### src/rtl/cmd_respond_pkg.sv
// Shared constants and types for the command/response register-file responder.
package cmd_respond_pkg;

  localparam logic [7:0] OP_READ  = 8'h52;
  localparam logic [7:0] OP_WRITE = 8'h57;
  localparam logic [7:0] RSP_ACK  = 8'h4B;
  localparam logic [7:0] RSP_ERR  = 8'h3F;

  typedef enum logic [1:0] {IDLE, EXEC, SEND, WAIT} state_t;

  typedef struct packed {
    logic [7:0] op;
    logic [7:0] addr;
    logic [7:0] wdata;
  } cmd_t;

endpackage

### src/rtl/cmd_respond_ram.sv
// Register file: one write port, combinational read, contents never reset.
module cmd_respond_ram #(
  parameter int DEPTH  = 16,
  parameter int DATA_W = 8,
  parameter int AW     = (DEPTH > 1) ? $clog2(DEPTH) : 1
) (
  input  logic              clk,
  input  logic              we,
  input  logic [AW-1:0]     addr,
  input  logic [DATA_W-1:0] wdata,
  output logic [DATA_W-1:0] rdata
);

  logic [DATA_W-1:0] regs [DEPTH];

  always_ff @(posedge clk)
    if (we) regs[addr] <= wdata;

  assign rdata = regs[addr];

endmodule

### src/rtl/cmd_respond_tlb.sv
// Pops commands from a FWFT FIFO, executes reads/writes on a register file and
// answers with one UART byte per command; CMD_RESPOND_ECHO_EN prefixes an address echo.
module cmd_respond_tlb
  import cmd_respond_pkg::*;
#(
  parameter int DEPTH       = 16,
  parameter int DATA_W      = 8,
  parameter int FRAME_TICKS = 10
) (
  input  logic              clk,
  input  logic              rst,
  input  logic [23:0]       cmd_fifo_rd_data,
  input  logic              cmd_fifo_valid,
  output logic              cmd_fifo_rd_en,
  input  logic              baud_tick,
  output logic [DATA_W-1:0] tx_data,
  output logic              tx_data_en
);

  localparam int AW = (DEPTH > 1) ? $clog2(DEPTH) : 1;
  localparam int CW = (FRAME_TICKS > 1) ? $clog2(FRAME_TICKS) : 1;
  localparam logic [CW-1:0] LAST_TICK = CW'(FRAME_TICKS - 1);

  state_t            state;
  cmd_t              cmd_q;
  logic [CW-1:0]     tick_cnt;
  logic [DATA_W-1:0] rd_data;
  logic [DATA_W-1:0] rsp;
  logic              we;
  logic              in_range;

  assign in_range = ({24'd0, cmd_q.addr} < 32'(DEPTH));

  // Write strobe only in EXEC and not under reset, so a reset in EXEC drops the write.
  always_comb begin
    rsp = DATA_W'(RSP_ERR);
    we  = 1'b0;
    if (in_range) begin
      if (cmd_q.op == OP_READ) begin
        rsp = rd_data;
      end else if (cmd_q.op == OP_WRITE) begin
        rsp = DATA_W'(RSP_ACK);
        we  = (state == EXEC) && rst;
      end
    end
  end

  cmd_respond_ram #(.DEPTH(DEPTH), .DATA_W(DATA_W), .AW(AW)) ram (
    .clk   (clk),
    .we    (we),
    .addr  (cmd_q.addr[AW-1:0]),
    .wdata (DATA_W'(cmd_q.wdata)),
    .rdata (rd_data)
  );

`ifdef CMD_RESPOND_ECHO_EN
  logic [DATA_W-1:0] rsp_q;
  logic              echo_pend;

  always_ff @(posedge clk) begin
    if (!rst) begin
      state          <= IDLE;
      cmd_q          <= '0;
      rsp_q          <= '0;
      echo_pend      <= 1'b0;
      tick_cnt       <= '0;
      cmd_fifo_rd_en <= 1'b0;
      tx_data_en     <= 1'b0;
      tx_data        <= '0;
    end else begin
      cmd_fifo_rd_en <= 1'b0;
      tx_data_en     <= 1'b0;
      case (state)
        IDLE: if (cmd_fifo_valid) begin
          cmd_q          <= cmd_fifo_rd_data;
          cmd_fifo_rd_en <= 1'b1;
          state          <= EXEC;
        end
        EXEC: begin
          rsp_q      <= rsp;
          echo_pend  <= 1'b1;
          tx_data    <= DATA_W'(cmd_q.addr);
          tx_data_en <= 1'b1;
          state      <= SEND;
        end
        SEND: begin
          tick_cnt <= '0;
          state    <= WAIT;
        end
        WAIT: if (baud_tick) begin
          if (tick_cnt == LAST_TICK) begin
            tick_cnt <= '0;
            if (echo_pend) begin
              echo_pend  <= 1'b0;
              tx_data    <= rsp_q;
              tx_data_en <= 1'b1;
              state      <= SEND;
            end else begin
              state <= IDLE;
            end
          end else begin
            tick_cnt <= tick_cnt + 1'b1;
          end
        end
        default: state <= IDLE;
      endcase
    end
  end
`else
  always_ff @(posedge clk) begin
    if (!rst) begin
      state          <= IDLE;
      cmd_q          <= '0;
      tick_cnt       <= '0;
      cmd_fifo_rd_en <= 1'b0;
      tx_data_en     <= 1'b0;
      tx_data        <= '0;
    end else begin
      cmd_fifo_rd_en <= 1'b0;
      tx_data_en     <= 1'b0;
      case (state)
        IDLE: if (cmd_fifo_valid) begin
          cmd_q          <= cmd_fifo_rd_data;
          cmd_fifo_rd_en <= 1'b1;
          state          <= EXEC;
        end
        EXEC: begin
          tx_data    <= rsp;
          tx_data_en <= 1'b1;
          state      <= SEND;
        end
        // Counting starts in WAIT, so a tick during the strobe cycle is ignored.
        SEND: begin
          tick_cnt <= '0;
          state    <= WAIT;
        end
        WAIT: if (baud_tick) begin
          if (tick_cnt == LAST_TICK) begin
            tick_cnt <= '0;
            state    <= IDLE;
          end else begin
            tick_cnt <= tick_cnt + 1'b1;
          end
        end
        default: state <= IDLE;
      endcase
    end
  end
`endif

endmodule

### config.mk
export PLATFORM = sky130hd
export DESIGN_NAME = cmd_respond_tlb
export DESIGN_NICKNAME = d
export VERILOG_FILES = /design/src/rtl/cmd_respond_pkg.sv /design/src/rtl/cmd_respond_ram.sv /design/src/rtl/cmd_respond_tlb.sv
export SDC_FILE = /design/constraint.sdc
export NUM_CORES = 1
export LEC_CHECK = 0
export CORE_MARGIN = 5
export CORE_UTILIZATION = 59
export DETAILED_ROUTE_END_ITERATION = 7
export PLACE_DENSITY = 0.89
export SETUP_SLACK_MARGIN = 0.5
export SLEW_MARGIN = 0
export SYNTH_ARGS = -nofsm -noshare
export SYNTH_HDL_FRONTEND = slang
export SYNTH_SLANG_ARGS = --single-unit
### constraint.sdc
create_clock -name clk -period 2.7 [get_ports clk]
set_input_delay 0.54 -clock clk [delete_from_list [all_inputs] [get_ports clk]]
set_output_delay 0.54 -clock clk [all_outputs]
set_load 0.05 [all_outputs]
### Word-level counts from Yosys, hierarchy flattened

Memories as Yosys holds them, arrays and structs flattened. A register that Yosys moved wholly into a read port is not among the register bits.
Index checks and enable logic that the tools add are counted.

| word-level totals | value |
|---|---|
| bits of input ports | 28 |
| RAM bits | 128 |
| bits in registers | 40 |
| output and inout bits | 10 |
| logic and storage cells | 46 |
| memories | 1 |

Memories:

| name | depth | bits a word | read ports | clocked after Yosys merged registers in | write ports | RTL line | RTL |
|---|---|---|---|---|---|---|---|
| ram.regs | 16 | 8 | 1 | 1 | 1 | cmd_respond_ram.sv:14 | `logic [DATA_W-1:0] regs [DEPTH];` |

| operators by class | value |
|---|---|
| equality and inequality tests | 9 |
| reduce and logical (&&, ||, !) cells | 7 |
| order comparisons | 1 |
| $add $sub $neg | 1 |
| muxes and demuxes | 19 |

Operator list:

| operator | number |
|---|---|
| 8-bit by 7-bit equality test with 1-bit output, second input constant | 2 |
| 4-bit two-way mux | 4 |
| 8-bit two-way mux | 2 |
| 8-bit by 5-bit < comparator with 1-bit output, second input constant | 1 |
| 2-bit case mux with 4 select lines | 1 |
| 4-bit case mux with 2 select lines | 1 |
| 1-bit two-way mux | 7 |
| 7-bit two-way mux | 1 |
| 2-bit two-way mux | 3 |
| 2-bit inequality test, second input constant | 3 |
| 2-bit AND reduction | 3 |
| 4-bit by 1-bit adder with 4-bit output, second input constant | 1 |
| 2-bit equality test, second input constant | 2 |
| 4-bit equality test, second input constant | 1 |
| 3-bit AND reduction | 1 |
| 2-bit by 1-bit equality test with 1-bit output, second input constant | 1 |
| 2-bit logical NOT | 1 |
| 2-bit nonzero test | 1 |
| 1-bit logical AND | 1 |

### Depth between registers and ports, before layout

Gate-level depths: netlist of the first run.

| logic depth | value |
|---|---|
| depth in word-level cells | 7 |
| depth in mapped cells | 7 |
| depth with buffers taken out | 6 |

### By module

Synthesis of the first run repeated with hierarchy kept, for this count alone.

| unflattened totals | value |
|---|---|
| cell total of the unflattened synthesis | 419 |
| area, all modules | 6616.3 sq um |

By module, submodules not included:

| module | seq. area each (sq um) | area an instance (sq um) | instances | cells an instance |
|---|---|---|---|---|
| cmd_respond_ram | 3843.7 | 4907.2 | 1 | 222 |
| cmd_respond_tlb | 800.8 | 1709.1 | 1 | 197 |

### Least setup slack after synthesis of the first run

Ideal clock, no wire load.

| path | value |
|---|---|
| kind | register -> register |
| from | register state[1] |
| to | memory ram.regs[1][0], enable pin |
| period minus slack after synthesis | 2.336 ns |
| cell stages (with the launch flop) | 8 |
| required time | 2.330 ns |
| arrival time | 1.966 ns |
| buffers on the path | 1 |
| slack | 0.364 ns |
| setup time | 0.370 ns |
| path through | dfxtp_1 -> inv_1 -> ha_1 -> clkbuf_1 -> nor2b_1 -> nand4_1 -> or4_1 -> nor2_1 |

| on the way | value |
|---|---|
| cells in the longest elaborated chain, start to end | 7 |

RTL lines:

| what | RTL line | RTL |
|---|---|---|
| from (decl) | cmd_respond_tlb.sv:24 | `state_t state;` |
| from (signal assigned) | cmd_respond_tlb.sv:112 | `state <= IDLE;` |
| from (signal assigned) | cmd_respond_tlb.sv:125 | `state <= EXEC;` |
| from (signal assigned) | cmd_respond_tlb.sv:130 | `state <= SEND;` |
| 2-bit by 1-bit equality test with 1-bit output | cmd_respond_tlb.sv:43 | `we = (state == EXEC) && rst;` |
| 1-bit logical AND | cmd_respond_tlb.sv:43 |  |
| 1-bit two-way mux | cmd_respond_tlb.sv:41 | `end else if (cmd_q.op == OP_WRITE) begin` |
| 1-bit two-way mux | cmd_respond_tlb.sv:39 | `if (cmd_q.op == OP_READ) begin` |
| 1-bit two-way mux | cmd_respond_tlb.sv:38 | `if (in_range) begin` |
| 1-bit two-way mux | cmd_respond_ram.sv:17 | `if (we) regs[addr] <= wdata;` |
| 1-bit two-way mux (implied by the code) | cmd_respond_ram.sv:17 |  |
| to (decl) | cmd_respond_ram.sv:14 |  |

No other way between the ends.

### Final worst setup path of the first run

| path | value |
|---|---|
| from | register tx_data[5] |
| to | output tx_data[5] |

RTL lines:

| what | RTL line | RTL |
|---|---|---|
| from (decl) | cmd_respond_tlb.sv:16 | `output logic [DATA_W-1:0] tx_data,` |
| from (signal assigned) | cmd_respond_tlb.sv:128 | `tx_data <= rsp;` |

No word-level cell between the ends.

==> results of run 1 <==
## path summary, 6_finish.rpt
path                            from                 endpoint  cells after the start
min reg2reg   cmd_q[14]$_SDFFE_PN0N_   cmd_q[14]$_SDFFE_PN0N_                      2
max reg2reg                flip-flop  tx_data[7]$_SDFFE_PN0N_                      4
max          tx_data[5]$_SDFFE_PN0N_               tx_data[5]                      1
min           cmd_q[14]$_SDFFE_PN0N_   cmd_q[14]$_SDFFE_PN0N_                      2
## per-stage QoR
| step | instance area, sq um | worst slack, ns |
|---|---|---|
| finish | 7980 | 0.541 |
| detailed placement | 7350 | 0.192 |
| global route | 7980 | 0.503 |
| global placement | 7350 | 0.399 |
| floorplan | 6740 | 0.364 |
| CTS | 7930 | 0.524 |
## state kept, by name (all words and copies together) (netlist names), named ones only
signal          cells
cmd_q              24
ram.regs          128
tx_data             8
tick_cnt            4
state               2
tx_data_en          1
cmd_fifo_rd_en      1
## kinds of logic after synthesis
kind of cell / after synthesis / share of synthesized area (%)
compound gates: 56 / 4.72
fa+ha+maj: 7 / 1.30
buf+inv: 26 / 2.06
flops: 172 / 70.1
mux: 53 / 14.1
simple gates: 111 / 7.65
## worst reg2reg max path, delay by kind of cell (launching register included)
family          cells  cell delay [ns]
mux                 2             1.21
flops               1             0.33
buf+inv             1             0.24
compound gates      1             0.24
## Yosys cell counts, types with 2 or more instances
master    count
mux2i_1      16
a21oi_1      32
nand4_1       3
and3_1        2
or3_1         2
nand2_1      53
nor2_1       27
ha_1          7
mux4_2       20
a221oi_1      4
buf_2         5
clkbuf_1      9
a211oi_1      2
inv_1         6
and2_1        2
nor3_1        2
nand3_1       3
nor2b_1       5
o21ai_0      10
buf_4         3
nand3b_1      2
nand4b_1      3
mux4_1       10
dfxtp_1      44
mux2_2        7
o21a_1        2
o22ai_1       3
edfxtp_1    128
## metal layers
layer | share of wire (%) | vias up | wire, um | global-route usage [%]
li1 | - | 1767 | - | -
met1 | 38 | 2025 | 5840 | 29.9
met2 | 50 | 293 | 7780 | 38.2
met3 | 9.8 | 37 | 1520 | 7.04
met4 | 2.6 | 0 | 400 | 9.63
met5 | 0 | - | 0 | 0
## where the power goes
group | internal (mW) | switching, mW
clock | 1.22 | 0.993
sequential | 3.02 | 0.214
combinational | 0.433 | 0.588
total | 4.68 | 1.80
## cell type report
type                    count  area, sq um  share of cell area [%]
flip-flops and latches    172         4730                    59.2
multi-input cells         227         1900                    23.9
repair buffers             68          614                    7.69
clock buffers              20          452                    5.66
well taps                 143          179                    2.24
clock inverters            12         86.3                    1.08
inverters                   6         22.5                   0.282
## timing repair
action | 4_1_cts | 5_1_grt
setup buffers | 2 | 5
pin swaps | 2 | 4
gates resized for setup | 6 | 7
endpoints found under the setup margin | 98 | 100
==> results.py, run 1 <==
metrics = {
    "place": {
        "gp_congestion": 0.901,
        "dp_hpwl_um": 9920,
        "io_buffers": 37,
        "dp.cells": 609,
    },
    "yosys": {
        "synth_edf_count": 128,
        "yosys.cell_types.count": 41,
        "yosysWarningCount": 0,
        "synthesis.nets": 460,
        "syn_area_per_cell_sq_um": 15.9,
        "synth-main-ff-cell": "edfxtp_1",
        "synthArstFlopShare_pct": 0,
        "syn_area_sq_um": 6740,
        "netlist.top_cell.by_area": "edfxtp_1",
        "synth_seq_cells": 172,
        "yosys-top-cells-area": "edfxtp_1, dfxtp_1, mux4_2",
        "synthCells": 425,
        "synth_top_area_share_pct": 57.1,
        "ys_seq_area_share_pct": 70.1,
    },
    "global_route": {
        "antenna_found_initial": 0,
        "grt_overflow": 0,
        "first_global_vias": 4153,
        "grt_max_degree": 33,
        "grt_first_pass_wirelength_um": 23000,
        "grt_use_total_pct": 23.5,
    },
    "floorplan": {
        "row_count": 39,
        "die_y_um": 117,
        "dieArea_sq_um": 13700,
        "initial_core_util_pct": 59.5,
        "chipWidth_um": 117,
        "io_pins": 38,
        "coreArea_sq_um": 11300,
    },
    "layout": {
        "final_cell_mix": "edfxtp_1, nand2_1, dfxtp_1",
        "stdcell_count": 648,
        "fin_util_pct": 70.5,
        "num_antenna_cells": 0,
        "final_common_cell": "edfxtp_1",
        "synthToLayoutAreaGrowth_pct": 18.5,
        "drive_gt1_share_pct": 20.2,
        "nFillCells": 668,
        "nets": 527,
    },
    "sta": {
        "setup_violations": 0,
        "slew_violations": 0,
        "relSlewSlack_pct": 42.0,
        "min_period_ns": 2.16,
        "totalNegativeSetupSlack_ns": 0,
        "worst_pin_slew_ns": 0.869,
        "finalCritPeriodShare_pct": 80.0,
        "fmax_mhz": 463,
        "hold_viol_final": 0,
        "whs_ns": 0.456,
        "finalClockSkew_ns": 0.00869,
        "rsz0062_at_grt": "false",
    },
    "setup_path": {
        "worstSetupStartpointType": "flip-flop",
        "reg2reg_slack_ns": 0.59,
        "arrival_ns": 1.62,
        "path_cells": "clkdlybuf4s50_1",
        "cp_max_fo": 2,
        "critical-path-max-stage-delay_ns": 0.82,
        "cp_slowest_cell": "clkdlybuf4s50_1",
        "crit_buf_inv": 1,
        "path_class": "flip-flop to primary output",
        "critical-path-top-delay-family": "buffers and inverters",
        "cp.required_ns": 2.16,
        "crit_path_end_kind": "primary output",
    },
    "cts": {
        "h-tree-depth": 4,
        "clk_latency_ns": 0.42,
        "clock_sinks": 172,
        "cts_buffer_depth": 2,
        "cts_tree": "yes",
        "cts_hold_buf": 0,
        "cts_root_buf": "clkbuf_16",
        "cts.clk_slew.worst_paths_ns": 0.07,
        "numCtsBuffers": 17,
    },
    "routing": {
        "ant_nets": 0,
        "viasPerCell": 6.36,
        "drt-total-wl_um": 15500,
        "vias": 4122,
        "first_iter_violations": 627,
        "post-route-drc-count": 0,
        "first_pass_iters": 8,
        "wl_per_cell_um": 24.0,
    },
    "power": {
        "ir_worst_vdd_v": 0.000551,
        "p_per_area_nw_per_um2": 811,
        "p_leak_nw": 2.69,
        "power_mw": 6.48,
    },
    "job": {
        "drv_cap": 0,
    },
    "hold_path": {
        "hp-class": "flip-flop to flip-flop",
    },
    "run_status": {
        "status": "complete, no violations",
    },
}
Note: power is estimated with default switching activity, not from simulation.
==> run 2: changes to the inputs <==
- clock period: 2.7 -> 2.07 ns (I/O delays scaled with it)
==> run 2 against run 1 <==
Compared with the run above:
- clock power rose by 41%
- register-to-register slack got worse by 0.52 ns
- sequential share of layout area fell by 4.3 points
- die area did not move
- sequential power rose by 31%
- flip-flop and latch count did not move
- clock skew rose by 0.0047 ns
- largest power group unchanged
==> results.py, run 2 (synthesis gave the netlist of run 1 again) <==
metrics = {
    "cts": {
        "cts_root_buf": "clkbuf_16",
        "cts_tree": "yes",
        "clock_sinks": 172,
        "cts_hold_buf": 0,
        "cts.clk_slew.worst_paths_ns": 0.07,
        "numCtsBuffers": 17,
        "h-tree-depth": 4,
        "clk_latency_ns": 0.44,
        "cts_buffer_depth": 2,
    },
    "sta": {
        "fmax_mhz": 500,
        "totalNegativeSetupSlack_ns": 0,
        "postLayoutSetupSlackWorst_ns": 0.0699,
        "slew_violations": 0,
        "worst_pin_slew_ns": 0.827,
        "min_period_ns": 2.00,
        "setup_violations": 0,
        "hold_viol_final": 0,
        "finalCritPeriodShare_pct": 96.6,
        "finalClockSkew_ns": 0.0134,
        "relSlewSlack_pct": 44.8,
        "rsz0062_at_grt": "true",
    },
    "routing": {
        "wl_per_cell_um": 29.1,
        "ant_nets": 0,
        "vias": 4514,
        "post-route-drc-count": 0,
        "first_pass_iters": 6,
        "viasPerCell": 6.72,
        "first_iter_violations": 675,
        "drt-total-wl_um": 19600,
    },
    "floorplan": {
        "dieArea_sq_um": 13700,
        "initial_core_util_pct": 59.5,
        "io_pins": 38,
        "die_y_um": 117,
        "row_count": 39,
        "coreArea_sq_um": 11300,
        "chipWidth_um": 117,
    },
    "layout": {
        "final_cell_mix": "edfxtp_1, nand2_1, dfxtp_1",
        "nets": 551,
        "reg.largest.list": "ram.regs: 128 flops, cmd_q: 24 flops, tx_data: 8 flops",
        "synthToLayoutAreaGrowth_pct": 28.4,
        "drive_gt1_share_pct": 34.4,
        "largest_register_ffs": 128,
        "nFillCells": 580,
        "num_antenna_cells": 0,
        "top_register": "ram.regs",
        "stdcell_count": 672,
        "final_common_cell": "edfxtp_1",
    },
    "power": {
        "p_leak_nw": 2.93,
        "ir_worst_vdd_v": 0.000899,
        "p_per_area_nw_per_um2": 1060,
        "power_mw": 9.15,
    },
    "setup_path": {
        "crit_path_end_kind": "flip-flop",
        "cp_slowest_cell": "or4_4",
        "path_class": "flip-flop to flip-flop",
        "cp-endpoint": "ram.regs[3][1]$_DFFE_PP_",
        "critical-path-max-stage-delay_ns": 0.55,
        "reg2reg_to": "ram.regs[3][1]$_DFFE_PP_",
        "crit_buf_inv": 0,
        "cp.depth": 4,
        "cp.required_ns": 2.18,
        "worstSetupStartpointType": "flip-flop",
        "cp_max_fo": 8,
        "reg2reg_slack_ns": 0.07,
        "r2r_cells": 4,
        "critical-path-top-delay-family": "simple AND/OR/NAND/NOR gates",
        "r2r_start": "cmd_q[22]$_SDFFE_PN0N_",
        "arrival_ns": 2.11,
        "cp-startpoint": "cmd_q[22]$_SDFFE_PN0N_",
        "path_cells": "nor2b_1, nand4_1, or4_4, nor2_4",
    },
    "global_route": {
        "antenna_found_initial": 0,
        "first_global_vias": 4515,
        "grt_overflow": 0,
        "grt_use_total_pct": 28.5,
        "grt_max_degree": 33,
        "grt_first_pass_wirelength_um": 27200,
    },
    "place": {
        "dp.cells": 615,
        "gp_congestion": 0.866,
        "dp_hpwl_um": 10100,
        "pre_cts_slack_ns": -0.0493,
        "io_buffers": 37,
    },
    "run_status": {
        "status": "complete, no violations",
    },
    "hold_path": {
        "hp-class": "flip-flop to flip-flop",
    },
    "job": {
        "drv_cap": 0,
    },
}
-- run 2: changes by cell type in the layout (fill, tap and decap cells not counted), moves of 8 or more --
cell             previous run  this run
mux4_1                     10         2
clkdlybuf4s50_1            37        27
mux4_2                     20        28
nor2_4                      0         9
buf_4                      28        19
nor2_1                     23        13
buf_6                       3        26
-- run 2: worst min-delay path by stage --
stage,slack [ns],cells after the start,startpoint,end
floorplan,0.43,2,cmd_q[22]$_SDFFE_PN0N_,cmd_q[22]$_SDFFE_PN0N_
global placement,0.44,2,cmd_q[19]$_SDFFE_PN0N_,cmd_q[19]$_SDFFE_PN0N_
detailed placement,0.45,2,cmd_q[22]$_SDFFE_PN0N_,cmd_q[22]$_SDFFE_PN0N_
CTS,0.45,2,cmd_q[22]$_SDFFE_PN0N_,cmd_q[22]$_SDFFE_PN0N_
global route,0.50,2,cmd_q[23]$_SDFFE_PN0N_,cmd_q[23]$_SDFFE_PN0N_
finish,0.48,2,cmd_q[20]$_SDFFE_PN0N_,cmd_q[20]$_SDFFE_PN0N_
-- run 2: power by group --
group	switching [mW]	internal (mW)	total [mW]
combinational	0.930	0.840	1.77
clock	1.52	1.60	3.12
sequential	0.309	3.95	4.26
total	2.75	6.40	9.15
-- run 2: per-layer routing --
layer  track usage, %  vias to the layer above  share of wire, %
li1                 -                     1824                 -
met1             36.8                     2241                36
met2             44.8                      378                50
met3             8.69                       71                10
met4             13.5                        0               3.7
met5                0                        -                 0
-- run 2: per-stage QoR --
step	util, %	instance area [sq um]	hold slack (ns)
2_1_floorplan	-	6820	0.432
3_3_place_gp	66.1	7480	0.438
3_5_place_dp	66.1	7480	0.445
4_1_cts	73.9	8370	0.454
5_1_grt	76.4	8650	0.498
6_report	76.4	8650	0.479
-- run 2: repair_timing --
item	CTS	global route
cloned	4	0
gates resized for setup	85	60
setup buffers	10	11
pin swaps	15	14
endpoints found under the setup margin	149	168
-- run 2: layout make-up --
cell class | instances | area (sq um) | area share (%)
tap | 143 | 179 | 2.07
multi-input combinational | 227 | 2120 | 24.5
clock inverter | 15 | 149 | 1.72
timing repair buffer | 92 | 1010 | 11.6
sequential | 172 | 4750 | 54.9
inverter | 6 | 22.5 | 0.260
clock buffer | 17 | 425 | 4.92
-- run 2: worst min-delay path, stage by stage (launching register included) --
cell and delay [ns]:
dfxtp_1 0.31, nand2_1 0.05, a21oi_1 0.06
==> run 3: changes to the inputs <==
- SLEW_MARGIN: 0 -> 10
==> results of run 3 <==
Final layout, timing and power as in run 2 (identical DEF).
